<file path="src/rtl/ddrio_align_pkg.sv">
// Shared types and default timing for the ddrio_x2 DQ-pair training sequencer.
// Optional feature macro used by this slice: DDRIO_ALIGN_ERRCNT_EN (mismatch counter).
package ddrio_align_pkg;

    localparam int unsigned DEF_SETTLE_CYC = 16;
    localparam int unsigned DEF_PULSE_CYC  = 2;
    localparam int unsigned DEF_WAIT_CYC   = 8;
    localparam int unsigned DEF_MATCH_CYC  = 4;
    localparam int unsigned DEF_CMP_WIN    = 16;
    localparam int unsigned DEF_MAX_SLIP   = 8;

    // Timer must hold the longest timed state minus one; match counter up to CMP_WIN.
    localparam int unsigned TMR_W  = 8;
    localparam int unsigned MCNT_W = 5;

    typedef enum logic [3:0] {
        ST_IDLE       = 4'd0,
        ST_SETTLE     = 4'd1,
        ST_OL_PULSE   = 4'd2,
        ST_OL_WAIT    = 4'd3,
        ST_CMP        = 4'd4,
        ST_SLIP_PULSE = 4'd5,
        ST_SLIP_WAIT  = 4'd6,
        ST_DONE       = 4'd7,
        ST_FAIL       = 4'd8
    } align_state_e;

    // Both lanes must carry the training word for a cycle to count as a match.
    function automatic logic word_match(input logic [7:0] q_0,
                                        input logic [7:0] q_1,
                                        input logic [7:0] pattern);
        return (q_0 == pattern) && (q_1 == pattern);
    endfunction

endpackage

</file>
<file path="src/rtl/ddrio_align_ctrl_if.sv">
// Control/data bundle between the PHY init side and the training sequencer.
// With DDRIO_ALIGN_ERRCNT_EN defined the bundle also carries err_cnt.
interface ddrio_align_ctrl_if
    import ddrio_align_pkg::*;
#(
    parameter int unsigned SLIP_W = $clog2(DEF_MAX_SLIP)
) ();
    logic              start;
    logic [7:0]        pattern;
    logic [7:0]        q_0;
    logic [7:0]        q_1;
    logic              cken;
    logic              align_ol;
    logic              align_il;
    logic              busy;
    logic              done;
    logic              fail;
    logic [SLIP_W-1:0] slip_cnt;
`ifdef DDRIO_ALIGN_ERRCNT_EN
    logic [7:0]        err_cnt;

    modport master (output start, pattern, q_0, q_1,
                    input  cken, align_ol, align_il, busy, done, fail, slip_cnt, err_cnt);
    modport slave  (input  start, pattern, q_0, q_1,
                    output cken, align_ol, align_il, busy, done, fail, slip_cnt, err_cnt);
`else
    modport master (output start, pattern, q_0, q_1,
                    input  cken, align_ol, align_il, busy, done, fail, slip_cnt);
    modport slave  (input  start, pattern, q_0, q_1,
                    output cken, align_ol, align_il, busy, done, fail, slip_cnt);
`endif
endinterface

</file>
<file path="src/rtl/ddrio_word_cmp.sv">
// Word comparator: counts consecutive matching cycles while enabled and flags
// lock on the cycle that completes the run. Optional mismatch counter under
// DDRIO_ALIGN_ERRCNT_EN.
module ddrio_word_cmp
    import ddrio_align_pkg::*;
#(
    parameter int unsigned MATCH_CYC = DEF_MATCH_CYC
) (
    input  logic       geclk_ol_buf_o,
    input  logic       align_rst_ol,
    input  logic       en,
`ifdef DDRIO_ALIGN_ERRCNT_EN
    input  logic       clr,
    output logic [7:0] err_cnt,
`endif
    input  logic [7:0] pattern,
    input  logic [7:0] q_0,
    input  logic [7:0] q_1,
    output logic       lock
);

    logic              match_s;
    logic [MCNT_W-1:0] match_cnt_r;

    assign match_s = word_match(q_0, q_1, pattern);

    // Lock is taken on the cycle whose match brings the run to MATCH_CYC.
    assign lock = en && match_s && (match_cnt_r >= MCNT_W'(MATCH_CYC - 32'd1));

    // Consecutive-match counter; zero outside CMP so every CMP entry starts fresh.
    always_ff @(posedge geclk_ol_buf_o or posedge align_rst_ol) begin
        if (align_rst_ol) begin
            match_cnt_r <= '0;
        end else if (!en) begin
            match_cnt_r <= '0;
        end else if (match_s) begin
            if (match_cnt_r != MCNT_W'(MATCH_CYC)) begin
                match_cnt_r <= match_cnt_r + MCNT_W'(1);
            end else begin
                match_cnt_r <= match_cnt_r;
            end
        end else begin
            match_cnt_r <= '0;
        end
    end

`ifdef DDRIO_ALIGN_ERRCNT_EN
    logic [7:0] err_cnt_r;

    // Saturating count of compare cycles without a match, cleared per run.
    always_ff @(posedge geclk_ol_buf_o or posedge align_rst_ol) begin
        if (align_rst_ol) begin
            err_cnt_r <= 8'd0;
        end else if (clr) begin
            err_cnt_r <= 8'd0;
        end else if (en && !match_s && (err_cnt_r != 8'hFF)) begin
            err_cnt_r <= err_cnt_r + 8'd1;
        end else begin
            err_cnt_r <= err_cnt_r;
        end
    end

    assign err_cnt = err_cnt_r;
`endif

endmodule

</file>
<file path="src/rtl/ddrio_align_ctrl.sv">
// Training sequencer for one ddrio_x2 DQ pair: settle, align_ol pulse, then
// compare / slip until the training word locks or all gear positions fail.
// DDRIO_ALIGN_ERRCNT_EN adds the err_cnt mismatch counter output.
module ddrio_align_ctrl
    import ddrio_align_pkg::*;
#(
    parameter int unsigned SETTLE_CYC = DEF_SETTLE_CYC,
    parameter int unsigned PULSE_CYC  = DEF_PULSE_CYC,
    parameter int unsigned WAIT_CYC   = DEF_WAIT_CYC,
    parameter int unsigned MATCH_CYC  = DEF_MATCH_CYC,
    parameter int unsigned CMP_WIN    = DEF_CMP_WIN,
    parameter int unsigned MAX_SLIP   = DEF_MAX_SLIP
) (
    input  logic                 geclk_ol_buf_o,
    input  logic                 align_rst_ol,
    ddrio_align_ctrl_if.slave    bus
);

    localparam int unsigned SLIP_W = $clog2(MAX_SLIP);

    align_state_e      state_r;
    align_state_e      next_state_s;
    logic [TMR_W-1:0]  tmr_r;
    logic              in_run_s;
    logic              run_start_s;
    logic              lock_s;

    logic              cken_r, cken_s;
    logic              align_ol_r, align_ol_s;
    logic              align_il_r, align_il_s;
    logic              busy_r, busy_s;
    logic              done_r, done_s;
    logic              fail_r, fail_s;
    logic [SLIP_W-1:0] slip_cnt_r, slip_cnt_s;

    assign in_run_s    = (state_r != ST_IDLE) && (state_r != ST_DONE) && (state_r != ST_FAIL);
    assign run_start_s = !in_run_s && bus.start;

    ddrio_word_cmp #(.MATCH_CYC(MATCH_CYC)) u_word_cmp (
        .geclk_ol_buf_o (geclk_ol_buf_o),
        .align_rst_ol   (align_rst_ol),
        .en             (state_r == ST_CMP),
`ifdef DDRIO_ALIGN_ERRCNT_EN
        .clr            (run_start_s),
        .err_cnt        (bus.err_cnt),
`endif
        .pattern        (bus.pattern),
        .q_0            (bus.q_0),
        .q_1            (bus.q_1),
        .lock           (lock_s)
    );

    // State register.
    always_ff @(posedge geclk_ol_buf_o or posedge align_rst_ol) begin
        if (align_rst_ol) begin
            state_r <= ST_IDLE;
        end else begin
            state_r <= next_state_s;
        end
    end

    // Dwell timer for timed states and CMP window; restarts on every state change.
    always_ff @(posedge geclk_ol_buf_o or posedge align_rst_ol) begin
        if (align_rst_ol) begin
            tmr_r <= '0;
        end else if (next_state_s != state_r) begin
            tmr_r <= '0;
        end else if (in_run_s) begin
            tmr_r <= tmr_r + TMR_W'(1);
        end else begin
            tmr_r <= tmr_r;
        end
    end

    // Next-state logic.
    always_comb begin
        next_state_s = state_r;
        case (state_r)
            ST_IDLE, ST_DONE, ST_FAIL: begin
                if (bus.start) next_state_s = ST_SETTLE;
                else           next_state_s = state_r;
            end
            ST_SETTLE: begin
                if (tmr_r == TMR_W'(SETTLE_CYC - 32'd1)) next_state_s = ST_OL_PULSE;
                else                                      next_state_s = state_r;
            end
            ST_OL_PULSE: begin
                if (tmr_r == TMR_W'(PULSE_CYC - 32'd1)) next_state_s = ST_OL_WAIT;
                else                                     next_state_s = state_r;
            end
            ST_OL_WAIT, ST_SLIP_WAIT: begin
                if (tmr_r == TMR_W'(WAIT_CYC - 32'd1)) next_state_s = ST_CMP;
                else                                    next_state_s = state_r;
            end
            ST_CMP: begin
                // A lock on the last window cycle takes priority over the slip.
                if (lock_s) begin
                    next_state_s = ST_DONE;
                end else if (tmr_r == TMR_W'(CMP_WIN - 32'd1)) begin
                    if (slip_cnt_r == SLIP_W'(MAX_SLIP - 32'd1)) next_state_s = ST_FAIL;
                    else                                          next_state_s = ST_SLIP_PULSE;
                end else begin
                    next_state_s = state_r;
                end
            end
            ST_SLIP_PULSE: begin
                if (tmr_r == TMR_W'(PULSE_CYC - 32'd1)) next_state_s = ST_SLIP_WAIT;
                else                                     next_state_s = state_r;
            end
            default: next_state_s = ST_IDLE;
        endcase
    end

    // Output decode from the upcoming state so the registered outputs line up with it.
    always_comb begin
        cken_s     = cken_r || (next_state_s == ST_SETTLE);
        align_ol_s = (next_state_s == ST_OL_PULSE);
        align_il_s = (next_state_s == ST_SLIP_PULSE);
        busy_s     = (next_state_s != ST_IDLE) && (next_state_s != ST_DONE) &&
                     (next_state_s != ST_FAIL);
        done_s     = (next_state_s == ST_DONE);
        fail_s     = (next_state_s == ST_FAIL);
        if (run_start_s) begin
            slip_cnt_s = '0;
        end else if ((state_r == ST_CMP) && (next_state_s == ST_SLIP_PULSE)) begin
            slip_cnt_s = slip_cnt_r + SLIP_W'(1);
        end else begin
            slip_cnt_s = slip_cnt_r;
        end
    end

    // Output registers.
    always_ff @(posedge geclk_ol_buf_o or posedge align_rst_ol) begin
        if (align_rst_ol) begin
            cken_r     <= 1'b0;
            align_ol_r <= 1'b0;
            align_il_r <= 1'b0;
            busy_r     <= 1'b0;
            done_r     <= 1'b0;
            fail_r     <= 1'b0;
            slip_cnt_r <= '0;
        end else begin
            cken_r     <= cken_s;
            align_ol_r <= align_ol_s;
            align_il_r <= align_il_s;
            busy_r     <= busy_s;
            done_r     <= done_s;
            fail_r     <= fail_s;
            slip_cnt_r <= slip_cnt_s;
        end
    end

    assign bus.cken     = cken_r;
    assign bus.align_ol = align_ol_r;
    assign bus.align_il = align_il_r;
    assign bus.busy     = busy_r;
    assign bus.done     = done_r;
    assign bus.fail     = fail_r;
    assign bus.slip_cnt = slip_cnt_r;

endmodule

</file>
<file path="src/flat_wrapper.sv">
// flat-port wrapper written by rule: the top's interface ports become plain ports
module ddrio_align_ctrl_flat import ddrio_align_pkg::*;
#(
    parameter int unsigned SETTLE_CYC = DEF_SETTLE_CYC,
    parameter int unsigned PULSE_CYC  = DEF_PULSE_CYC,
    parameter int unsigned WAIT_CYC   = DEF_WAIT_CYC,
    parameter int unsigned MATCH_CYC  = DEF_MATCH_CYC,
    parameter int unsigned CMP_WIN    = DEF_CMP_WIN,
    parameter int unsigned MAX_SLIP   = DEF_MAX_SLIP
)
  (geclk_ol_buf_o, align_rst_ol, bus_start, bus_pattern, bus_q_0, bus_q_1, bus_cken, bus_align_ol, bus_align_il, bus_busy, bus_done, bus_fail, bus_slip_cnt);
  ddrio_align_ctrl_if #(.SLIP_W(3)) bus_i ();
  input  logic geclk_ol_buf_o;
  input  logic align_rst_ol;
  input wire logic [$bits(bus_i.start)-1:0] bus_start;
  input wire logic [$bits(bus_i.pattern)-1:0] bus_pattern;
  input wire logic [$bits(bus_i.q_0)-1:0] bus_q_0;
  input wire logic [$bits(bus_i.q_1)-1:0] bus_q_1;
  output wire logic [$bits(bus_i.cken)-1:0] bus_cken;
  output wire logic [$bits(bus_i.align_ol)-1:0] bus_align_ol;
  output wire logic [$bits(bus_i.align_il)-1:0] bus_align_il;
  output wire logic [$bits(bus_i.busy)-1:0] bus_busy;
  output wire logic [$bits(bus_i.done)-1:0] bus_done;
  output wire logic [$bits(bus_i.fail)-1:0] bus_fail;
  output wire logic [$bits(bus_i.slip_cnt)-1:0] bus_slip_cnt;
  assign bus_i.start = bus_start;
  assign bus_i.pattern = bus_pattern;
  assign bus_i.q_0 = bus_q_0;
  assign bus_i.q_1 = bus_q_1;
  assign bus_cken = bus_i.cken;
  assign bus_align_ol = bus_i.align_ol;
  assign bus_align_il = bus_i.align_il;
  assign bus_busy = bus_i.busy;
  assign bus_done = bus_i.done;
  assign bus_fail = bus_i.fail;
  assign bus_slip_cnt = bus_i.slip_cnt;
  ddrio_align_ctrl #(.SETTLE_CYC(SETTLE_CYC), .PULSE_CYC(PULSE_CYC), .WAIT_CYC(WAIT_CYC), .MATCH_CYC(MATCH_CYC), .CMP_WIN(CMP_WIN), .MAX_SLIP(MAX_SLIP)) u_core (.geclk_ol_buf_o(geclk_ol_buf_o), .align_rst_ol(align_rst_ol), .bus(bus_i));
endmodule
</file>
<file path="config.mk">
export PLATFORM = sky130hd
export DESIGN_NAME = ddrio_align_ctrl_flat
export DESIGN_NICKNAME = d
export VERILOG_FILES = /design/src/rtl/ddrio_align_pkg.sv /design/src/rtl/ddrio_align_ctrl_if.sv /design/src/rtl/ddrio_word_cmp.sv /design/src/rtl/ddrio_align_ctrl.sv /design/src/flat_wrapper.sv
export SDC_FILE = /design/constraint.sdc
export NUM_CORES = 1
export LEC_CHECK = 0
export ABC_AREA = 1
export BUFFER_PORTS_ARGS = -buffer_cell sky130_fd_sc_hd__buf_2
export CORE_MARGIN = 2
export CORE_UTILIZATION = 25
export DETAILED_ROUTE_END_ITERATION = 7
export PLACE_DENSITY = 0.51
export SYNTH_ARGS = -nofsm -noshare
export SYNTH_HDL_FRONTEND = slang
export SYNTH_HIERARCHICAL = 1
export SYNTH_SLANG_ARGS = --single-unit
</file>
<file path="constraint.sdc">
create_clock -name geclk_ol_buf_o -period 2.3 [get_ports geclk_ol_buf_o]
set_input_delay 0 -clock geclk_ol_buf_o [delete_from_list [all_inputs] [get_ports geclk_ol_buf_o]]
set_output_delay 0 -clock geclk_ol_buf_o [all_outputs]
set_load 0.1 [all_outputs]
</file>
==> out/qor.yml, run 1 <==
run_status:
  status: "complete, no violations"
power:
  p_leak_nw: 1.31
  power.density_mw_per_mm2: 774
  power.total_mw: 1.84
  vdd_drop_max_v: 0.000598
cts:
  clkTransAtPathRegs_ns: 0.09
  cts_sinks: 26
  numCtsBuffers: 3
  root_buffer: "clkbuf_8"
  clk_latency_ns: 0.27
  htreeDepth: 1
  cts_buffer_depth: 2
  cts_tree: "yes"
floorplanning:
  fp.dieH_um: 91.5
  floorplan.rows: 31
  dieArea_sq_mm: 0.00837
  start_util: 0.261
  core_area_sq_mm: 0.00733
  num_io_pins: 36
  die_width_um: 91.5
logic_synthesis:
  synthXorXnorAreaFrac: 0.0366
  synth_mux_area_frac: 0
  ys_seq_elements: 26
  synth_area_leaders: "dfrtp_1 34%, nand2_1 16%, inv_1 7.8%"
  synth-seq-area-share: 0.340
  synth_top_family_by_area: "simple AND/OR/NAND/NOR gates"
  ys.flop_type: "dfrtp_1"
  synthTopCellsByCount: "84 x nand2_1, 40 x inv_1, 26 x dfrtp_1, 24 x nor2_1, 16 x nor2_2"
  yosys.cell_count.top_type: "nand2_1"
  synth_compound_area_frac: 0.0432
  async_flop_share: 1.00
  postSynthCellCount: 277
  ys_types: 27
  synth-simple-area-share: 0.447
  synth_top_cell_by_area: "dfrtp_1"
  ys_warn_count: 6
  syn_nets: 310
  avgSynthCellArea_sq_um: 6.91
  synth_adder_area_share: 0.0392
  synth_top_area_frac: 0.340
  netlist_area_sq_mm: 0.00191
  synth_edf_count: 0
detailed_routing:
  routed_wl_um: 4230
  dr.first_iter.drc_count: 42
  viasPerCell: 4.17
  drtAntennaViolNets: 0
  post-route-drc-count: 0
  drt_first_pass_iters: 4
  wl_per_cell_um: 9.97
  vias: 1770
cells_and_area:
  drive_gt1_frac: 0.289
  final_nets: 359
  nFillCells: 802
  diodes: 0
  area_growth_pct: 24.5
timing:
  setup_ws_ns: 0.172
  fin_crit_sh: 0.925
  min_period_ns: 2.13
  maxSlewViolCount: 0
  worstMarginPinSlew_ns: 0.819
  skew_ns: 0.00679
  tns_ns: 0
  max_freq_ghz: 0.470
  slew_headroom: 0.453
  hold_viol: 0
  setup_violations: 0
setup_path:
  r2r_setup_slack_ns: 0.17
  reg2reg_to: "u_core/tmr_r[4]$_DFFE_PP0P_"
  r2r_start: "u_core/state_r[3]$_DFF_PP0_"
  crit_end: "u_core/tmr_r[4]$_DFFE_PP0P_"
  worstSetupStartpointType: "flip-flop"
  crit_start: "u_core/state_r[3]$_DFF_PP0_"
  worstPathMaxFanout: 8
  arrival_ns: 2.29
  path_class: "reg2reg"
  crit_path_end_kind: "flip-flop"
  required_ns: 2.47
  worst_r2r_path_depth: 17
global_route:
  grt_pass1_wl_um: 7440
  antenna_found_initial: 0
  grtUsageTotal: 0.108
  grt_max_degree: 22
  grt_pass1_vias: 1780
  overflow: 0
flow_run:
  maxCapViolCount: 0
placed_design:
  dp_worst_setup_slack_ns: 0.0606
  dpl.hpwl_um: 3500
  gp_congestion: 0.811
  port_buffers: 35
hold_path:
  hp-start: "bus_start"
  hold_class: "in2reg"
==> cells in the final DEF (no fill, tap or decap), types with 6 or more instances in the layout <==
cell type	instances
nor2_1	23
nand2_1	83
buf_2	35
inv_1	40
xor2_1	6
o21ai_0	6
buf_4	8
nand3_1	15
nand2_2	8
nor3_1	6
ha_1	6
nor2_2	17
inv_2	7
dfrtp_1	26
==> sequential cells by signal, summed over array words and instances, names as in the netlist, 3 cells and up <==
name                           count
u_core/bus.slip_cnt                3
u_core/state_r                     4
u_core/u_word_cmp/match_cnt_r      5
u_core/tmr_r                       8
==> report_power, final <==
group	internal, mW	total, mW	switching (mW)
combinational	0.280	0.899	0.619
sequential	0.516	0.564	0.0483
clock	0.233	0.382	0.149
total	1.03	1.84	0.816
==> logic make-up (layout without fill, tap and decap cells) <==
group,count (synthesis),in the layout
flops,26,26
compound gates,15,15
buf+inv,48,96
xor+xnor,8,8
simple gates,174,174
fa+ha+maj,6,6
==> worst min-delay path by stage <==
stage	endpoint	slack [ns]	depth (start not counted)
global placement	u_core/u_word_cmp/match_cnt_r[1]$_DFFE_PP0P_	-0.08	2
finish	u_core/bus.slip_cnt[2]$_DFFE_PP0P_	0.11	4
CTS	u_core/bus.slip_cnt[2]$_DFFE_PP0P_	0.11	4
global route	u_core/bus.slip_cnt[0]$_DFFE_PP0P_	0.15	4
detailed placement	u_core/u_word_cmp/match_cnt_r[0]$_DFFE_PP0P_	-0.08	2
floorplan	u_core/u_word_cmp/match_cnt_r[0]$_DFFE_PP0P_	-0.22	1
==> through the flow <==
stage	area [sq um]	std cells	utilization	hold WS (ns)
floorplan	1910	277	-	-0.221
global placement	2260	418	0.309	-0.0767
detailed placement	2260	418	0.309	-0.0820
CTS	2350	423	0.320	0.110
global route	2380	424	0.325	0.146
finish	2380	424	0.325	0.109
==> repair_timing <==
action / in CTS / in global routing
hold endpoints to repair: 26 / 0
hold buffers: 1 / 0
gates resized for setup: 0 / 7
buffers inserted: 0 / 1
setup endpoints to repair: 0 / 15
==> worst max-delay path, cell delays in order (launching register included) <==
cell and delay [ns]:
dfrtp_1 0.42, inv_2 0.08, nand2_1 0.10, nor2_4 0.12, a21boi_1 0.15, nand2_1 0.07, nor2_2 0.08, nand3_2 0.09
nor3_4 0.14, inv_1 0.08, nand2_1 0.11, nand2_4 0.09, nand3_4 0.11, nand2_1 0.06, nand2_1 0.07, nor2_2 0.05
nand2_4 0.16, nor2_2 0.04
==> cell type report <==
class	count	area, sq um	share of cell area
Timing Repair Buffer	44	245	0.103
Multi-Input combinational cell	203	1110	0.466
Clock buffer	3	41.3	0.0173
Clock inverter	1	30.0	0.0126
Tap cell	99	124	0.0520
Inverter	48	180	0.0756
Sequential cell	26	651	0.273
==> routing by layer <==
metal | routed length, um | GRT usage | up-vias
met5 | 0 | 0 | -
met2 | 2010 | 0.188 | 26
li1 | - | - | 947
met3 | 136 | 0.0174 | 5
met4 | 51 | 0.0379 | 0
met1 | 2030 | 0.134 | 792
No activity file was read; power rests on OpenSTA's default activity.
==> inputs of run 2 (changes only) <==
CORE_UTILIZATION = 50   (was 25)
PLACE_DENSITY = 0.83   (was 0.51)
==> out/qor.yml, run 2 (synthesis gave the netlist of run 1 again) <==
run_status:
  status: "complete, no violations"
detailed_routing:
  vias: 1903  # +7.5%
  viasPerCell: 5.06  # +21%
  wl_per_cell_um: 12.4  # +24%
  post-route-drc-count: 0  # unchanged
  dr.first_iter.drc_count: 116  # +180%
  drt_first_pass_iters: 5  # +1
  drtAntennaViolNets: 0  # unchanged
  routed_wl_um: 4670  # +10%
cells_and_area:
  multiInputGateArea_sq_mm: 0.00113  # +1.8%
  final_common_cell: "nand2_1"
  design_area_sq_mm: 0.00236  # -0.89%
  final_cell_mix: "77 x nand2_1, 40 x inv_1, 35 x buf_2"
  nFillCells: 305  # -62%
  regMostFlops: "u_core/tmr_r"
  reg_top3: "u_core/tmr_r (8), u_core/u_word_cmp/match_cnt_r (5), u_core/state_r (4)"
  drive_gt1_frac: 0.314  # +0.0248
  largest_reg_flops: 8  # unchanged
  seqCellArea_sq_um: 651  # unchanged
  area_growth_pct: 23.4
  final_nets: 362  # +0.84%
  diodes: 0  # unchanged
placed_design:
  port_buffers: 35  # unchanged
  gp_congestion: 0.913  # +13%
  dp_worst_setup_slack_ns: 0.0622  # +0.00162 ns
  dpl_cell_area_sq_mm: 0.00217  # -4.1%
  dpl.hpwl_um: 3350  # -4.3%
timing:
  min_period_ns: 2.23  # +0.105 ns
  maxSlewViolCount: 0  # unchanged
  tns_ns: 0  # unchanged
  worstMarginPinSlew_ns: 0.849  # +0.0296 ns
  skew_ns: 0.00286  # -0.00393 ns
  slew_headroom: 0.434  # -0.0197
  hold_viol: 0  # unchanged
  setup_ws_ns: 0.0669  # -0.105 ns
  rsz0062_at_grt: "true"
  setup_violations: 0  # unchanged
  max_freq_ghz: 0.448  # -4.7%
  holdWs_ns: 0.0889  # -0.0196 ns
  fin_crit_sh: 0.971  # +0.0458
cts:
  numCtsBuffers: 3  # unchanged
  cts_tree: "yes"
  htreeDepth: 1  # unchanged
  cts_buffer_depth: 2  # unchanged
  root_buffer: "clkbuf_8"
  clk_latency_ns: 0.28  # about the same
  clkTransAtPathRegs_ns: 0.09  # about the same
  cts_sinks: 26  # unchanged
setup_path:
  arrival_ns: 2.46  # +0.17 ns
  path_buf_inv: 2  # unchanged
  cpPeakStageDelay_ns: 0.43  # about the same
  worstPathCellList: "inv_2 > nand2_2 > nor2_4 > a21boi_2 > nand2_1 > nor2_1 > nand3_2 > nor3_2 > inv_1 > nand2_2 > nand2_4 > nand4_1 > nand2_2 > nor2_4 > nand2_4 > nor2_2"
  cp_slowest_cell: "dfrtp_1"
  critical-path-top-delay-family: "simple AND/OR/NAND/NOR gates"
  crit_path_end_kind: "flip-flop"
  worstPathMaxFanout: 8  # unchanged
  worstSetupStartpointType: "flip-flop"
  required_ns: 2.52  # +0.05 ns
  path_common_cell: "nand2_2"
  path_class: "reg2reg"
power:
  vdd_drop_max_v: 0.000623  # +4.2%
  p_leak_nw: 1.32  # +0.39%
  power.density_mw_per_mm2: 825  # +6.5%
global_route:
  grtUsageTotal: 0.230  # +0.122
  grt_pass1_vias: 1786  # +0.34%
  grtUsageMet2: 0.405  # +0.218
  grtUsageMet1: 0.295  # +0.160
  grt_busiest_layer: "met2"
  grt_pass1_wl_um: 7670  # +3.1%
  antenna_found_initial: 0  # unchanged
  grt_max_degree: 22  # unchanged
  overflow: 0  # unchanged
  met3_usage: 0.0290  # +0.0115
flow_run:
  maxCapViolCount: 0  # unchanged
floorplanning:
  core_area_sq_mm: 0.00366  # -50%
  dieArea_sq_mm: 0.00434  # -48%
  start_util: 0.523  # +0.262
  num_io_pins: 36  # unchanged
  die_width_um: 65.9  # -28%
  fp.dieH_um: 65.9  # -28%
  floorplan.rows: 22  # -29%
hold_path:
  hold_class: "in2reg"
==> run 2: cell count changes in the layout (fill, tap and decap cells not counted), sizes merged <==
| cell | before | now |
|---|---|---|
| buf | 43 | 46 |
==> run 2: tightest hold or removal path, stage by stage <==
cell,delay (ns)
buf_2,0.09
nand2_1,0.10
nand3_1,0.10
nand2_1,0.05
==> run 2: layout make-up <==
type	count	share of cell area
Clock buffer	3	0.0175
Clock inverter	1	0.0127
Inverter	48	0.0763
Timing Repair Buffer	47	0.113
Multi-Input combinational cell	203	0.479
Sequential cell	26	0.276
Tap cell	48	0.0254
==> run 2: routing by layer <==
| layer | vias up | wire, um |
|---|---|---|
| li1 | 947 | - |
| met1 | 870 | 1990 |
| met2 | 67 | 2350 |
| met3 | 19 | 197 |
| met4 | 0 | 135 |
| met5 | - | 0 |
==> run 2: through the flow <==
stage	instances	util	power, mW
after floorplan	277	-	1.27
after global placement	363	0.593	1.42
after detailed placement	363	0.593	1.45
after CTS	368	0.615	1.84
after global routing	376	0.645	2.08
final	376	0.645	1.95
==> run 2: path summary, 6_finish.rpt <==
kind / endpoint / startpoint / slack, ns / depth (start not counted)
min: u_core/bus.slip_cnt[1]$_DFFE_PP0P_ / bus_start / 0.09 / 4
min in group asynchronous: u_core/u_word_cmp/match_cnt_r[2]$_DFFE_PP0P_ / align_rst_ol / 0.16 / 3
max reg2reg: u_core/tmr_r[7]$_DFFE_PP0P_ / u_core/state_r[1]$_DFF_PP0_ / 0.07 / 16
max: u_core/tmr_r[7]$_DFFE_PP0P_ / u_core/state_r[1]$_DFF_PP0_ / 0.07 / 16
min reg2reg: u_core/bus.cken$_DFF_PP0_ / u_core/bus.cken$_DFF_PP0_ / 0.49 / 1
max in group asynchronous: u_core/tmr_r[2]$_DFFE_PP0P_ / align_rst_ol / 1.34 / 3
==> run 2: repair_timing <==
action,in CTS,in global routing
hold buffers,1,0
endpoints found under the setup margin,0,15
setup buffers,0,8
resized for setup,0,14
endpoints found under the hold margin,26,0
==> run 2: power by group <==
group          total [mW]  switching (mW)  leakage (nW)  internal (mW)
combinational       0.986           0.681         0.939          0.305
clock               0.389           0.156        0.0357          0.233
sequential          0.571          0.0557         0.345          0.515
==> inputs of run 3 (changes only) <==
CORE_UTILIZATION = 52   (was 50)
clock period = 2.7 ns   (was 2.3 ns; I/O delays follow)
==> out/qor.yml, run 3 (synthesis gave the netlist of run 1 again) <==
setup_path:
  r2r_start: "u_core/state_r[0]$_DFF_PP0_"
  worstPathMaxFanout: 8  # unchanged
  crit_start: "u_core/state_r[0]$_DFF_PP0_"
  arrival_ns: 2.52  # +0.06 ns
  r2r_setup_slack_ns: 0.34  # +0.27 ns
  crit_end: "u_core/tmr_r[4]$_DFFE_PP0P_"
  required_ns: 2.86  # +0.34 ns
  reg2reg_to: "u_core/tmr_r[4]$_DFFE_PP0P_"
  crit_path_end_kind: "flip-flop"
  worstSetupStartpointType: "flip-flop"
  worst_r2r_path_depth: 17  # +1
  path_class: "reg2reg"
timing:
  hold_viol: 0  # unchanged
  worstMarginPinSlew_ns: 0.796  # -0.0533 ns
  skew_ns: 0.00332  # +0.000456 ns
  min_period_ns: 2.36  # +0.131 ns
  tns_ns: 0  # unchanged
  fin_crit_sh: 0.876  # -0.0954
  slew_headroom: 0.469  # +0.0355
  maxSlewViolCount: 0  # unchanged
  rsz0062_at_grt: "false"
  setup_violations: 0  # unchanged
  max_freq_ghz: 0.423  # -5.5%
cells_and_area:
  drive_gt1_frac: 0.264  # -0.0499
  regMostFlops: "u_core/tmr_r"
  area_growth_pct: 16.9
  final_common_cell: "nand2_1"
  diodes: 0  # unchanged
  largest_reg_flops: 8  # unchanged
  final_cell_mix: "84 x nand2_1, 40 x inv_1, 35 x buf_2"
  final_util: 0.620  # -0.0245
  reg_top3: "u_core/tmr_r (8), u_core/u_word_cmp/match_cnt_r (5), u_core/state_r (4)"
  final_nets: 352  # -2.8%
detailed_routing:
  routed_wl_um: 4200  # -10%
  post-route-drc-count: 0  # unchanged
  wl_per_cell_um: 11.5  # -7.6%
  drt_first_pass_iters: 4  # -1
  vias: 1828  # -3.9%
  drtAntennaViolNets: 0  # unchanged
  viasPerCell: 4.99  # -1.3%
  dr.first_iter.drc_count: 123  # +6.0%
floorplanning:
  fp.dieH_um: 64.7  # -1.8%
  die_width_um: 64.7  # -1.8%
  num_io_pins: 36  # unchanged
  start_util: 0.531  # +0.00798
  dieArea_sq_mm: 0.00418  # -3.6%
  floorplan.rows: 22  # unchanged
  core_area_sq_mm: 0.00361  # -1.5%
cts:
  cts_hold_buf: 1  # unchanged
  cts_setup_buffers: 0  # unchanged
  cts-resized-gates: 0  # unchanged
  htreeDepth: 1  # unchanged
  cts_tree: "yes"
  clk_latency_ns: 0.26  # -0.02 ns
  root_buffer: "clkbuf_8"
  cts_buffer_depth: 2  # unchanged
  numCtsBuffers: 3  # unchanged
  cts_sinks: 26  # unchanged
  clkTransAtPathRegs_ns: 0.09  # about the same
power:
  vdd_drop_max_v: 0.000552  # -12%
  power.density_mw_per_mm2: 689  # -16%
  p_leak_nw: 1.25  # -5.4%
global_route:
  grtUsageTotal: 0.226  # -0.00364
  overflow: 0  # unchanged
  antenna_found_initial: 0  # unchanged
  grt_pass1_vias: 1810  # +1.3%
  grt_max_degree: 22  # unchanged
  grt_pass1_wl_um: 7600  # -0.99%
run_status:
  status: "complete, no violations"
flow_run:
  maxCapViolCount: 0  # unchanged
placed_design:
  gp_congestion: 0.920  # +0.73%
  dpl.hpwl_um: 3430  # +2.7%
  port_buffers: 35  # unchanged
hold_path:
  hold_class: "in2reg"
==> run 3: cell types whose count changed in the layout (fill, tap and decap cells not counted), moves of 2 or more <==
cell | previous run | this run
nand2_2 | 13 | 8
buf_4 | 11 | 1
nand2_1 | 77 | 84
nand2_4 | 3 | 1
==> run 3: worst min-delay path by stage <==
stage,from,slack [ns],depth (start not counted),to
floorplan,align_rst_ol,-0.22,1,u_core/u_word_cmp/match_cnt_r[0]$_DFFE_PP0P_
global placement,align_rst_ol,-0.1,2,u_core/u_word_cmp/match_cnt_r[4]$_DFFE_PP0P_
detailed placement,align_rst_ol,-0.09,2,u_core/u_word_cmp/match_cnt_r[3]$_DFFE_PP0P_
CTS,bus_start,0.14,4,u_core/bus.slip_cnt[2]$_DFFE_PP0P_
global route,bus_start,0.15,4,u_core/bus.slip_cnt[2]$_DFFE_PP0P_
finish,bus_start,0.16,4,u_core/bus.slip_cnt[2]$_DFFE_PP0P_
==> run 3: where the power goes <==
group	switching (mW)	internal (mW)
clock network	0.120	0.198
logic	0.515	0.216
registers	0.0525	0.439
==> run 3: worst max-delay path, cell delays in order (launching register included) <==
cell	delay (ns)
dfrtp_1	0.45
inv_2	0.10
nand2_1	0.10
nor2_4	0.09
a21boi_0	0.17
nand2_1	0.07
nor2_1	0.10
nand3_2	0.13
nor3_1	0.23
inv_1	0.09
nand2_1	0.09
nand2_2	0.10
nand3_2	0.16
nand2_1	0.07
nand2_1	0.07
nor2_2	0.05
nand2_4	0.14
nor2_2	0.05
==> run 3: cell type report <==
| cell class | count | area [sq um] |
|---|---|---|
| Multi-Input combinational cell | 203 | 1080 |
| Tap cell | 48 | 60.1 |
| Inverter | 48 | 180 |
| Fill cell | 334 | 1370 |
| Sequential cell | 26 | 651 |
| Timing Repair Buffer | 37 | 193 |
| Clock inverter | 1 | 30.0 |
| Clock buffer | 3 | 41.3 |
==> run 3: stage by stage <==
stage | total power [mW] | instances | worst slack (ns) | instance area [sq um] | hold WS [ns]
final | 1.54 | 366 | 0.336 | 2240 | 0.155
after global routing | 1.66 | 366 | 0.0969 | 2240 | 0.148
after CTS | 1.55 | 366 | 0.357 | 2240 | 0.137
after detailed placement | 1.23 | 361 | 0.393 | 2160 | -0.0890
after global placement | 1.20 | 361 | 0.515 | 2160 | -0.0953
after floorplan | 1.08 | 277 | 0.490 | 1910 | -0.221
==> run 3: metal layers <==
layer,vias to the layer above,share of wire,global-route usage
met5,-,0,0
met2,55,0.50,0.402
li1,933,-,-
met1,834,0.45,0.293
met3,6,0.041,0.0226
met4,0,0.0091,0.0612
